<file path="config.mk">
export PLATFORM = sky130hd
export DESIGN_NAME = rd_stream_out
export DESIGN_NICKNAME = d
export VERILOG_FILES = /design/src/rtl/rd_stream_out.sv
export SDC_FILE = /design/constraint.sdc
export NUM_CORES = 1
export LEC_CHECK = 0
export ABC_AREA = 1
export BUFFER_PORTS_ARGS = -buffer_cell sky130_fd_sc_hd__buf_2
export CORE_UTILIZATION = 55
export CTS_CLUSTER_DIAMETER = 50
export DETAILED_ROUTE_END_ITERATION = 8
export GPL_TIMING_DRIVEN = 0
export MAX_ROUTING_LAYER = met4
export PLACE_DENSITY = 0.81
export SYNTH_ARGS = -nofsm -noshare
export SYNTH_HDL_FRONTEND = slang
export SYNTH_SLANG_ARGS = --single-unit
</file>
<file path="constraint.sdc">
create_clock -name rd_clk -period 4.5 [get_ports rd_clk]
set_input_delay 0.225 -clock rd_clk [delete_from_list [all_inputs] [get_ports rd_clk]]
set_output_delay 0.225 -clock rd_clk [all_outputs]
set_load 0.05 [all_outputs]
</file>
<file path="src/rtl/rd_stream_out.sv">
// rd_stream_out: read-side output stage of the async FIFO.
//
// Issues pop requests (rd_inc) to the read pointer block, captures the FIFO
// memory read data and presents it as a valid/ready stream in the read clock
// domain. A small circular output buffer absorbs the memory read latency and
// consumer backpressure, sustaining one word per cycle while the FIFO is
// non-empty and the consumer is ready.
//
// Parameters:
//   DATA_SIZE  width of a FIFO data word
//   RD_LAT     memory read latency in rd_clk cycles (0 or 1)
//   BUF_DEPTH  output buffer entries; needs >= RD_LAT+1 for full throughput
//
// Ports:
//   rd_clk     read-domain clock
//   rd_rst     asynchronous reset, active-high
//   rd_empty   registered empty flag from the read pointer block
//   rd_inc     pop request to the read pointer block
//   rd_data    FIFO memory read data
//   out_valid  out_data holds a valid word
//   out_ready  consumer accepts the word this cycle
//   out_data   head word of the output buffer
//   out_count  words currently held in the buffer
module rd_stream_out #(
    parameter int unsigned DATA_SIZE = 8,
    parameter int unsigned RD_LAT    = 1,
    parameter int unsigned BUF_DEPTH = 2
) (
    input  logic                               rd_clk,
    input  logic                               rd_rst,
    input  logic                               rd_empty,
    output logic                               rd_inc,
    input  logic [DATA_SIZE-1:0]               rd_data,
    output logic                               out_valid,
    input  logic                               out_ready,
    output logic [DATA_SIZE-1:0]               out_data,
    output logic [$clog2(BUF_DEPTH+1)-1:0]     out_count
);

    localparam int unsigned CntW  = $clog2(BUF_DEPTH + 1);
    localparam int unsigned IdxW  = (BUF_DEPTH > 1) ? $clog2(BUF_DEPTH) : 1;
    // One extra bit so occ + inflight never wraps before the capacity compare.
    localparam int unsigned PendW = CntW + 1;
    localparam logic [PendW-1:0] DepthP  = PendW'(BUF_DEPTH);
    localparam logic [IdxW-1:0]  LastIdx = IdxW'(BUF_DEPTH - 1);

    logic [DATA_SIZE-1:0] mem_q [BUF_DEPTH];
    logic [IdxW-1:0]      head_q, head_d;
    logic [IdxW-1:0]      tail_q, tail_d;
    logic [CntW-1:0]      occ_q, occ_d;
    logic                 inflight_q, inflight_d;

    logic                 deq;
    logic                 pop;
    logic                 wr;
    logic [PendW-1:0]     pending;

    function automatic logic [IdxW-1:0] next_idx(input logic [IdxW-1:0] idx);
        return (idx == LastIdx) ? '0 : idx + 1'b1;
    endfunction

    always_comb begin
        deq     = (occ_q != '0) & out_ready;
        // Slots committed after this cycle's dequeue; a slot freed by deq can
        // be re-requested in the same cycle.
        pending = PendW'(occ_q) + PendW'(inflight_q) - PendW'(deq);
        rd_inc  = ~rd_rst & (pending < DepthP);
        pop     = rd_inc & ~rd_empty;

        if (RD_LAT == 0) begin
            // Read data is valid in the pop cycle; capture it directly.
            wr         = pop;
            inflight_d = 1'b0;
        end else begin
            // Read data arrives one cycle after the pop.
            wr         = inflight_q;
            inflight_d = pop;
        end

        occ_d  = occ_q + CntW'(wr) - CntW'(deq);
        head_d = deq ? next_idx(head_q) : head_q;
        tail_d = wr  ? next_idx(tail_q) : tail_q;
    end

    always_ff @(posedge rd_clk or posedge rd_rst) begin
        if (rd_rst) begin
            occ_q      <= '0;
            inflight_q <= 1'b0;
            head_q     <= '0;
            tail_q     <= '0;
            for (int i = 0; i < BUF_DEPTH; i++) begin
                mem_q[i] <= '0;
            end
        end else begin
            occ_q      <= occ_d;
            inflight_q <= inflight_d;
            head_q     <= head_d;
            tail_q     <= tail_d;
            if (wr) begin
                mem_q[tail_q] <= rd_data;
            end
        end
    end

    // Outputs come straight from registers: no rd_data-to-out_data bypass.
    assign out_valid = (occ_q != '0);
    assign out_data  = mem_q[head_q];
    assign out_count = occ_q;

endmodule
</file>
## Yosys cells after proc, flatten, opt, wreduce, memory -nomap -nowiden

Cells that the tools add are included.

- Bits in registers: 21
- Input bits: 12
- Output and inout port bits: 12
- Word-level logic and storage cells: 33

- Add/subtract/negate cells: 6
- Order comparisons: 4
- Multiplexer cells: 8
- Bitwise operators: 7
- Reduce and logical (&&, ||, !) cells: 2

Operator list:

| kind | number |
|---|---|
| $mux W8 | 4 |
| $bwmux W16 | 1 |
| $demux W8 S1 | 1 |
| $ge A2 B2 Y1 const B | 2 |
| $not A1 Y2 | 2 |
| $add A2 B1 Y3 | 1 |
| $and A1 B1 Y1 | 3 |
| $lt A3 B2 Y1 const B | 1 |
| $sub A3 B1 Y3 | 1 |
| $add A1 B1 Y1 const B | 2 |
| $add A2 B1 Y2 | 1 |
| $lt A2 B1 Y1 const B | 1 |
| $mux W1 | 2 |
| $not A1 Y1 | 2 |
| $reduce_bool A2 Y1 | 1 |
| $sub A2 B1 Y2 | 1 |
| $logic_and A1 B1 Y1 | 1 |

## Longest topological paths before layout

- Word-level depth: 6
- Mapped depth: 10
- Gate-level depth less buffers: 10

## Least setup slack after synthesis

Ideal clock, no wire load.

- Path kind: register to output
- Start point: reg occ_q[1], in the netlist out_count[1]
- End point: out rd_inc
- Arrival time: 2.273 ns
- Required time: 4.275 ns
- Path slack: 2.002 ns
- Stages on the path, launching flop included: 10
- Path buffers: 0
- Cells stage by stage: dfrtp_1 -> o21ai_1 -> inv_1 -> ha_1 -> inv_1 -> ha_1 -> fa_1 -> nor2_1 -> nand3_1 -> inv_1

- Longest elaborated chain between the ends: 5
- Elaborated cells on any way between the ends: 6
- Classes of those cells: add/sub: 2; order compare: 1; bitwise: 2; reduce/logical: 1

RTL lines:

| item | RTL line | RTL |
|---|---|---|
| start, declared | 50 | `logic [CntW-1:0] occ_q, occ_d;` |
| start signal, assigned | 87 | `occ_q <= '0;` |
| start signal, assigned | 95 | `occ_q <= occ_d;` |
| $reduce_bool A2 Y1 | 63 | `deq = (occ_q != '0) & out_ready;` |
| $and A1 B1 Y1 | 63 |  |
| named net deq | 53 | `logic deq;` |
| $sub A3 B1 Y3 | 66 | `pending = PendW'(occ_q) + PendW'(inflight_q) - PendW'(deq);` |
| $lt A3 B2 Y1 | 67 | `rd_inc = ~rd_rst & (pending < DepthP);` |
| $and A1 B1 Y1 | 67 |  |
| end, declared | 32 | `output logic rd_inc,` |

The timed path passes the listed nets, and every way through them passes these cells.

## Worst setup path in the final report

- Start point: reg occ_q[0], in the netlist out_count[0]
- End point: out rd_inc

Same word-level chain as after synthesis.

==> metrics <==
Post-route DRC 0; setup ws final 1.81 ns; most frequent cells after synthesis nand2_1, dfrtp_1, inv_1, o21ai_2; Worst EP arrival 2.46 ns; Mean Syn Cell Area 8.86 um^2; post-cts resize count 0; Max Root-Sink Buffers 2; Synth Register Bits 21; number of max-cap violations 0; Worst Reg-to-Reg Cells 9; antenna diode count 0; Vias 794; routed len/inst 11.2 um; WP data required 4.28 ns; count of input and output buffers 23; CORE AREA 0.00175 mm^2; share of the yosys chip area belonging to registers 51.2%; first-pass GRT wire length 3080 um; area leader, netlist dfrtp_1; H-tree Lvls 1; Initial Utilization 58.9%; top-count cell post-synth nand2_1; die height 45.2 um; Clk pin slew, worst setup/hold paths 0.11 ns; Setup TNS 0 ns; GRT overflow 0; initial antenna violation count 0; I/O pin cnt 24; final wirelength 1890 um; CTS tree built; kind of critical path flip-flop to output pin; crit path time final 2.69 ns; synth warn 0; post-CTS setup buffers 0; met2 usage 39.7%; crit path to rd_inc; DR vias/cell 4.73; RR Startpoint out_count[0]$_DFF_PP0_; Syn Std Cell Area 0.00103 mm^2; Initial DRC Count 11; GR Util met3 2.80%; Period Utilization, post-route 59.7%; Pre-Repair DR Iteration Count 4; crit start category flip-flop; highest clock rate 372 MHz; worst rel slew slack 47.8%; Post-synth EDFFs 0; worst reg2reg setup slack 2.51 ns; CP endpoint kind output pin; Cells after Synth 116; met1 Track Usage GR 25.7%; Crit. Startpoint out_count[0]$_DFF_PP0_; pin count of the biggest net entering global routing 22; Detail Route Antenna Nets 0; number of global-route vias before repair 747; Yosys top cell area share 51.2%; die area 0.00204 mm^2; hold crit path type input port to async pin; crit path max fanout 4; Slew @ Worst Pin 0.782 ns; row count 15; Synth cell types 14; final setup vio count 0; Setup WS pre-CTS 2.15 ns; gp weighted congestion 0.786; Worst-Skew Late Latency 0.30 ns; number of buffers created by CTS 3; Hold WS 0.0614 ns; # hold bufs at CTS 0; Global Route Usage Sum 22.8%; Area contributors post-synth dfrtp_1, nand2_1, o21ai_2; Final Max Slew Viols 0; grt peak-use layer met2; ys async rst share 100%; Fin. Hold Viols 0; Layout area overhead 16.8%; layout cells sized above 1 35.7%; top_reg_cell synth dfrtp_1; post-DP HPWL 1330 um; clk root buf clkbuf_4; clock sinks 21; die width 45.2 um; r2r endpoint inflight_q$_DFF_PP0_; Nets 159; skew final 0.00170 ns; outcome finished clean; RSZ-0062 raised after global routing false; post-synth net total 131
==> stage by stage <==
step                instance area (um^2)  util, %  instances
floorplan                           1030        -        116
CTS                                 1200     68.7        168
global route                        1200     68.7        168
detailed placement                  1170     67.2        164
finish                              1200     68.7        168
global placement                    1170     67.2        164
==> registers in the layout (all words and copies together) (netlist names) <==
signal      count
tail_q          1
inflight_q      1
mem_q          16
out_count       2
head_q          1
==> critical path, cell delays in order (launching register included) <==
cell	delay (ns)
dfrtp_1	0.44
o21ai_1	0.18
inv_1	0.07
ha_1	0.27
inv_1	0.04
ha_1	0.18
fa_1	0.45
nor2_1	0.11
nand3_1	0.10
inv_1	0.07
buf_2	0.26
==> cells by family (layout without fill, tap and decap cells) <==
logic type / Yosys count / after routing / synth area share [%]
AOI/OAI and AO/OA: 17 / 17 / 14.1
adders and majority gates: 3 / 3 / 4.38
buffers and inverters: 22 / 49 / 9.99
DFF: 21 / 21 / 51.2
and+or+nand+nor: 53 / 53 / 20.3
==> layout by cell type, fill, tap and decap left out <==
| cell | instances |
|---|---|
| nand2_1 | 46 |
| buf_2 | 24 |
| dfrtp_1 | 21 |
| inv_1 | 16 |
| o21ai_2 | 16 |
| nand2_2 | 3 |
| inv_2 | 3 |
| clkbuf_4 | 3 |
| nor2_1 | 2 |
| nand3_1 | 2 |
| ha_1 | 2 |
| buf_6 | 1 |
| buf_8 | 1 |
| o21ai_1 | 1 |
| fa_1 | 1 |
| clkbuf_1 | 1 |
==> worst min path at each step <==
stage                  start              endpoint  slack (ns)  cells after the start
floorplan             rd_rst    head_q$_DFFE_PP0P_        0.20                      1
global placement    rd_empty  inflight_q$_DFF_PP0_        0.38                      2
detailed placement  rd_empty  inflight_q$_DFF_PP0_        0.38                      2
CTS                 rd_empty  inflight_q$_DFF_PP0_        0.05                      2
global route        rd_empty  inflight_q$_DFF_PP0_        0.04                      2
finish                rd_rst  mem_q[9]$_DFFE_PP0P_        0.06                      2
==> final cells by class <==
| type | instances | area [um^2] |
|---|---|---|
| fill | 160 | 546 |
| sequential | 21 | 526 |
| multi-input combinational | 73 | 399 |
| timing repair buffer | 23 | 115 |
| inverter | 19 | 71.3 |
| buffer | 3 | 31.3 |
| tap | 25 | 31.3 |
| clock buffer | 4 | 26.3 |
==> routing by layer <==
metal,up-vias,part of all wire [%]
met3,2,3.3
met1,370,42
met5,-,0
met2,15,54
li1,407,-
met4,0,0.64
Power is left out: the tool's default activity adds up to more than one toggle a clock period on the data nets, which glitch-free logic cannot reach.
